$ cat config.mk
export PLATFORM = sky130hd
export DESIGN_NAME = stall_flush_ctrl
export DESIGN_NICKNAME = d
export VERILOG_FILES = /design/src/rtl/cpu_ctrl_pkg.sv /design/src/rtl/load_use_detect.sv /design/src/rtl/stall_flush_ctrl.sv
export SDC_FILE = /design/constraint.sdc
export NUM_CORES = 1
export LEC_CHECK = 0
export ABC_CLOCK_PERIOD_IN_PS = 4800
export BUFFER_PORTS_ARGS = -buffer_cell sky130_fd_sc_hd__buf_2
export CAP_MARGIN = 0
export CORE_AREA = 4 4 41 43
export DETAILED_ROUTE_END_ITERATION = 7
export DIE_AREA = 0 0 45 47
export GPL_ROUTABILITY_DRIVEN = 0
export PLACE_DENSITY_LB_ADDON = 0.3
export SYNTH_ARGS = -nofsm -noshare
export SYNTH_HDL_FRONTEND = slang
export SYNTH_SLANG_ARGS = --single-unit
$ cat constraint.sdc
create_clock -name clk -period 4.8 [get_ports clk]
set_input_delay 0.48 -clock clk [delete_from_list [all_inputs] [get_ports clk]]
set_output_delay 0.48 -clock clk [all_outputs]
set_load 0.01 [all_outputs]
$ cat src/rtl/cpu_ctrl_pkg.sv
// Shared pipeline-control definitions: FSM state type, zero-register index
// and the default multiplier latency.
package cpu_ctrl_pkg;

  typedef enum logic [0:0] {
    IDLE     = 1'b0,
    MUL_BUSY = 1'b1
  } ctrl_state_t;

  localparam logic [4:0]  XZR_REG         = 5'd31;
  localparam int unsigned MUL_LAT_DEFAULT = 4;

endpackage

$ cat src/rtl/load_use_detect.sv
// Load-use hazard comparator: the load in EX writes a register the ID
// instruction reads. XZR is never a real dependency.
module load_use_detect
  import cpu_ctrl_pkg::*;
(
  input  logic       i_mem_read,
  input  logic [4:0] i_ex_rd,
  input  logic [4:0] i_id_rn,
  input  logic [4:0] i_id_rm,
  input  logic       i_id_uses_rm,
  output logic       o_hazard
);

  logic w_rd_live;
  logic w_rn_match;
  logic w_rm_match;

  assign w_rd_live  = i_mem_read && (i_ex_rd != XZR_REG);
  assign w_rn_match = (i_ex_rd == i_id_rn);
  assign w_rm_match = (i_ex_rd == i_id_rm) && i_id_uses_rm;
  assign o_hazard   = w_rd_live && (w_rn_match || w_rm_match);

endmodule

$ cat src/rtl/stall_flush_ctrl.sv
// Pipeline stall/flush controller: multi-cycle MUL stall, taken-branch flush
// and load-use stall. Define STALL_PERF_CNT_EN to add stall/flush counters.
module stall_flush_ctrl
  import cpu_ctrl_pkg::*;
#(
  parameter int unsigned MUL_LAT = MUL_LAT_DEFAULT
) (
  input  logic       clk,
  input  logic       reset_n,
  input  logic       ID_EX_MemRead,
  input  logic [4:0] ID_EX_RegisterRd,
  input  logic [4:0] IF_ID_RegisterRn,
  input  logic [4:0] IF_ID_RegisterRm,
  input  logic       IF_ID_UsesRm,
  input  logic       EX_MulIssue,
  input  logic       EX_BrTaken,
  output logic       PCWrite,
  output logic       IF_ID_Write,
  output logic       ID_EX_Write,
  output logic       IF_ID_Flush,
  output logic       ID_EX_Bubble,
  output logic       EX_MEM_Bubble,
  output logic       MulBusy,
  output logic       MulDone
`ifdef STALL_PERF_CNT_EN
  ,
  output logic [15:0] StallCnt,
  output logic [15:0] FlushCnt
`endif
);

  localparam logic [3:0] CNT_LOAD = 4'(MUL_LAT - 2);

  ctrl_state_t r_state;
  logic [3:0]  r_cnt;
  logic        w_load_use;
  logic        w_idle;
  logic        w_mul_stall;
  logic        w_br_flush;

  load_use_detect u_load_use_detect (
    .i_mem_read   (ID_EX_MemRead),
    .i_ex_rd      (ID_EX_RegisterRd),
    .i_id_rn      (IF_ID_RegisterRn),
    .i_id_rm      (IF_ID_RegisterRm),
    .i_id_uses_rm (IF_ID_UsesRm),
    .o_hazard     (w_load_use)
  );

  always_ff @(posedge clk or negedge reset_n) begin
    if (!reset_n) begin
      r_state <= IDLE;
      r_cnt   <= '0;
    end else begin
      case (r_state)
        IDLE: begin
          if (EX_MulIssue) begin
            r_state <= MUL_BUSY;
            r_cnt   <= CNT_LOAD;
          end
        end
        MUL_BUSY: begin
          if (r_cnt == 4'd0) r_state <= IDLE;
          else               r_cnt   <= r_cnt - 4'd1;
        end
        default: r_state <= IDLE;
      endcase
    end
  end

  // Issue cycle counts as the first busy cycle; branches are only honoured in IDLE.
  assign w_idle      = (r_state == IDLE);
  assign MulBusy     = (w_idle && EX_MulIssue) || (r_state == MUL_BUSY);
  assign MulDone     = (r_state == MUL_BUSY) && (r_cnt == 4'd0);
  assign w_mul_stall = MulBusy && !MulDone;
  assign w_br_flush  = w_idle && EX_BrTaken;

  always_comb begin
    PCWrite       = 1'b1;
    IF_ID_Write   = 1'b1;
    ID_EX_Write   = 1'b1;
    IF_ID_Flush   = 1'b0;
    ID_EX_Bubble  = 1'b0;
    EX_MEM_Bubble = 1'b0;
    if (w_mul_stall) begin
      PCWrite       = 1'b0;
      IF_ID_Write   = 1'b0;
      ID_EX_Write   = 1'b0;
      EX_MEM_Bubble = 1'b1;
    end else if (w_br_flush) begin
      IF_ID_Flush  = 1'b1;
      ID_EX_Bubble = 1'b1;
    end else if (w_load_use) begin
      PCWrite      = 1'b0;
      IF_ID_Write  = 1'b0;
      ID_EX_Bubble = 1'b1;
    end
  end

`ifdef STALL_PERF_CNT_EN
  logic [15:0] r_stall_cnt;
  logic [15:0] r_flush_cnt;

  always_ff @(posedge clk or negedge reset_n) begin
    if (!reset_n) begin
      r_stall_cnt <= '0;
      r_flush_cnt <= '0;
    end else begin
      if (!PCWrite && (r_stall_cnt != '1)) r_stall_cnt <= r_stall_cnt + 16'd1;
      if (IF_ID_Flush && (r_flush_cnt != '1)) r_flush_cnt <= r_flush_cnt + 16'd1;
    end
  end

  assign StallCnt = r_stall_cnt;
  assign FlushCnt = r_flush_cnt;
`endif

endmodule

# Word level (Yosys, flattened, before mapping)
# Cells that the tools add are included.
[word_totals]
word_cells = 37
in_bits = 21
out_inout_bits = 8
register_bits = 5
[classes]
n_reduce_logical = 12
muxes = 16
bitwise_logic = 1
add_sub_neg = 1
n_eq_ne = 5
[op_table]
columns = ["op", "count"]
rows = [
  ["$mux W1", 12],
  ["$eq A5 B5 Y1", 2],
  ["$mux W4", 2],
  ["$pmux W4 S2", 1],
  ["$logic_and A1 B1 Y1", 7],
  ["$ne A5 B5 Y1 const B", 1],
  ["$logic_not A4 Y1", 1],
  ["$ne A2 B2 Y1 const B", 2],
  ["$sub A4 B1 Y4 const B", 1],
  ["$logic_or A1 B1 Y1", 2],
  ["$pmux W1 S2", 1],
  ["$reduce_and A2 Y1", 1],
  ["$logic_not A1 Y1", 1],
  ["$not A1 Y1", 1],
]

# Depth between registers and ports, before layout
[logic_depth]
word_depth = 7
mapped_depth = 6

# Modules after synthesis
# Synthesis repeated with hierarchy kept, for this count alone.
[hier_totals]
hier_cells = 51
area_unflattened_um2 = 434.2
[modules_own_cells]
columns = ["module", "seq_area_each_um2", "cells_per_inst", "area_per_inst_um2", "instances"]
rows = [
  ["stall_flush_ctrl", 125.1, 33, 306.5, 1],
  ["load_use_detect", 0.0, 18, 127.6, 1],
]

# Worst setup path after synthesis
# OpenSTA, ideal clock, no wires.
[synth_path]
path_kind = "reg-to-output"
from = "register r_cnt[0]"
to = "output PCWrite"
t_required_ns = 4.320
setup_slack_ns = 2.863
path_stages_with_launch = 7
n_path_buf = 1
arrival_ns = 1.457
path_cell_list = "dfrtp_1 -> inv_1 -> ha_1 -> nor3b_4 -> a21oi_2 -> a21oi_1 -> buf_4"
[synth_between]
elab_chain_cells = 5
[synth_rtl]
columns = ["element", "line_no", "text"]
rows = [
  ["start: declaration", "stall_flush_ctrl.sv:35", "logic [3:0] r_cnt;"],
  ["start signal: assignment", "stall_flush_ctrl.sv:64", "else r_cnt <= r_cnt - 4'd1;"],
  ["$logic_not A4 Y1", "stall_flush_ctrl.sv:74", "assign MulDone = (r_state == MUL_BUSY) && (r_cnt == 4'd0);"],
  ["$logic_and A1 B1 Y1", "stall_flush_ctrl.sv:74", ""],
  ["$logic_not A1 Y1", "stall_flush_ctrl.sv:75", "assign w_mul_stall = MulBusy && !MulDone;"],
  ["$logic_and A1 B1 Y1", "stall_flush_ctrl.sv:75", ""],
  ["$mux W1", "--", ""],
  ["end: declaration", "stall_flush_ctrl.sv:17", "output logic PCWrite,"],
]
# Every way passes these cells.

# Worst setup path in the final report
[layout_path]
from = "register r_cnt[0]"
to = "output ID_EX_Bubble"
[layout_between]
elab_chain_cells = 5
[layout_rtl]
columns = ["element", "line_no", "text"]
rows = [
  ["$logic_not A4 Y1", "stall_flush_ctrl.sv:74", ""],
  ["$logic_and A1 B1 Y1", "stall_flush_ctrl.sv:74", ""],
  ["$logic_not A1 Y1", "stall_flush_ctrl.sv:75", ""],
  ["$logic_and A1 B1 Y1", "stall_flush_ctrl.sv:75", ""],
  ["$mux W1", "stall_flush_ctrl.sv:85", "if (w_mul_stall) begin"],
  ["end: declaration", "stall_flush_ctrl.sv:21", "output logic ID_EX_Bubble,"],
]
# Every way passes these cells.

==> impl_metrics.csv <==
group,metric,value,unit
finish,fin_nets,111,
floorplanning,die_x,45,um
floorplanning,coreArea,1300,sq um
logic_synthesis,async_flop_share,1.00,
sta,worstMarginPinSlew,406,ps
logic_synthesis,synthXorXnorAreaFrac,0.206,
global_route,gr-max-usage-layer,"met2",
finish,final_cells,102,
sta,min_period,2200,ps
global_route,antenna_found_initial,0,
logic_synthesis,syn_nets,80,
critical_path,worstReg2RegEnd,"r_cnt[2]",
sta,fmax,454,MHz
floorplanning,dieHeight,47,um
sta,setup_tns,0,ps
sta,fin_skew,0.832,ps
sta,setup_violations,0,
critical_path,cp.arrival,1720,ps
critical_path,crit_start,"r_cnt[0]",
hold_path,hold_class,"in -> async",
sta,fin_hold_ws,43.1,ps
logic_synthesis,ys_types,22,
route,drt_pass1_iterations,4,
power_and_ir_drop,power.density,497,nW/um^2
route,wire_per_inst,10.7,um
clock_network,clockRootBuffer,"clkbuf_4",
logic_synthesis,synth_compound_area_frac,0.142,
logic_synthesis,avgSynthCellArea,8.19,sq um
logic_synthesis,yosysWarnings,0,
global_route,grt_pass1_wl,1810,um
place,placed_area,613,sq um
global_route,grt_pass1_vias,450,
global_route,grt_max_degree,10,
logic_synthesis,synth_top_area_cell,"dfrtp_1",
flow_run,maxCapViolations,0,
sta,rsz0062_at_grt,"no",
clock_network,hold_buffers,0,
critical_path,reg2reg_depth,6,
critical_path,path_class,"reg -> out",
logic_synthesis,synth_top_area_share,0.268,
power_and_ir_drop,ir_drop,211,uV
clock_network,cts_sinks,5,
critical_path,crit_end,"ID_EX_Bubble",
floorplanning,io_pins,29,
sta,max_slew_margin,0.729,
logic_synthesis,synth_commonest_cells,"xnor2_1 (11), nand2_1 (7), dfrtp_1 (5), inv_1 (5), nor2_1 (5)",
logic_synthesis,synth-seq-area-share,0.268,
power_and_ir_drop,p_leak,0.334,nW
logic_synthesis,ys_ff_latch,5,
global_route,track_usage,0.122,
place,dp.final_hpwl,971,um
logic_synthesis,synth_area_leaders,"dfrtp_1 (27%), xnor2_1 (21%), nand2_1 (5.6%), ha_1 (5.4%), mux2_2 (4.8%)",
place,io_buffers,28,
logic_synthesis,synthMuxAreaShare,0.0483,
logic_synthesis,synthAdderAreaFrac,0.0536,
clock_network,clk_path_buf_depth,2,
logic_synthesis,synth_simple_gate_area_frac,0.214,
floorplanning,fp-row-count,13,
clock_network,cts_tree,"built",
global_route,gr-usage-met2,0.203,
critical_path,reg2reg_from,"r_cnt[0]",
critical_path,regToRegSetupSlack,3160,ps
floorplanning,dieArea,2120,sq um
finish,drive_gt1_frac,0.414,
status,status,"finished clean",
logic_synthesis,synth.most_common_cell,"xnor2_1",
global_route,gr-usage-met3,0.0383,
logic_synthesis,synth_top_family_by_area,"simple AND/OR/NAND/NOR gates",
global_route,grt-ovfl-total,0,
clock_network,clk_pin_slew,40,ps
clock_network,post_cts.repair.setup_buffers,0,
logic_synthesis,synthCells,57,
logic_synthesis,synth_ff_type,"dfrtp_1",
route,wirelength,1090,um
finish,areaGrowthSynthToFinish,37.0,%
critical_path,end_kind,"output port",
clock_network,clk_latency,240,ps
critical_path,critical_path.max_fanout,6,
sta,period_share,0.458,
route,vias,498,
sta,hold_viol_final,0,
logic_synthesis,synth-edff-count,0,
global_route,use_met1,0.131,
logic_synthesis,syn-cell-area,467,sq um
floorplanning,start_util,0.359,
route,drc_errors,0,
sta,drv_slew,0,
critical_path,cp-start-kind,"register",
critical_path,worst_ep_required_time,4320,ps
clock_network,cts_htree_levels,1,
clock_network,numCtsBuffers,3,
finish,num_antenna_cells,0,
route,ant_nets,0,
finish,utilization,0.491,
route,first_iter_violations,10,
finish,finalInstanceArea,639,sq um
route,viasPerCell,4.88,
clock_network,cts.repair.resized,0,
place,dp_cells,98,
[through the flow]
step | power (W) | setup WS, ps
floorplan | 0.000222 | 2860
detailed placement | 0.000272 | 2850
global route | 0.000355 | 2460
finish | 0.000318 | 2600
global placement | 0.000267 | 2900
CTS | 0.000324 | 2580
[cells in the final DEF (no fill, tap or decap), drive strengths merged, types with 2 or more instances in the layout]
cell type	netlist	layout
inv	5	5
buf	2	28
nor2	5	5
nand3	2	2
nand2	7	7
a21oi	5	5
xnor2	11	11
dfrtp	5	5
ha	2	2
clkbuf	0	4
o21ai	3	3
mux2	2	2
[metal layers]
layer  up-vias  part of all wire
met2        27              0.46
met3         4              0.10
li1        251                 -
met4         0             0.037
met1       216              0.40
met5         -                 0
[critical path, cell delays in order, from the launching register on]
cell	delay [ps]
dfrtp_1	400
inv_1	110
ha_1	170
nor3b_4	320
a21oi_2	130
nor2_1	120
a21o_1	110
buf_2	120
[logic make-up (layout without fill, tap and decap cells)]
logic type	Yosys count	count (layout)
simple gates	19	19
xor+xnor	11	11
fa+ha+maj	2	2
buf+inv	7	37
mux	2	2
compound gates	11	11
flops	5	5
[how the worst min path moves through the flow]
stage | startpoint | endpoint
after floorplan | reset_n | r_cnt[0]
after global routing | reset_n | r_cnt[1]
after global placement | reset_n | r_cnt[3]
final | reset_n | r_cnt[1]
after CTS | reset_n | r_cnt[1]
after detailed placement | reset_n | r_cnt[2]
[cell type report]
cell class | instances | area [sq um]
Timing Repair Buffer | 28 | 140
Sequential cell | 5 | 125
Fill cell | 156 | 662
Inverter | 5 | 18.8
Multi-Input combinational cell | 45 | 310
Tap cell | 15 | 18.8
Clock buffer | 4 | 26.3
[power by group]
part           switching [W]  internal, W
Clock              0.0000177    0.0000315
Combinational      0.0000871    0.0000889
Sequential         0.0000284    0.0000641
Total               0.000133     0.000184
[sequential cells by signal, indices dropped and copies added (netlist names)]
| signal | count |
|---|---|
| r_state | 1 |
| r_cnt | 4 |
No activity file was read; power rests on OpenSTA's default activity.
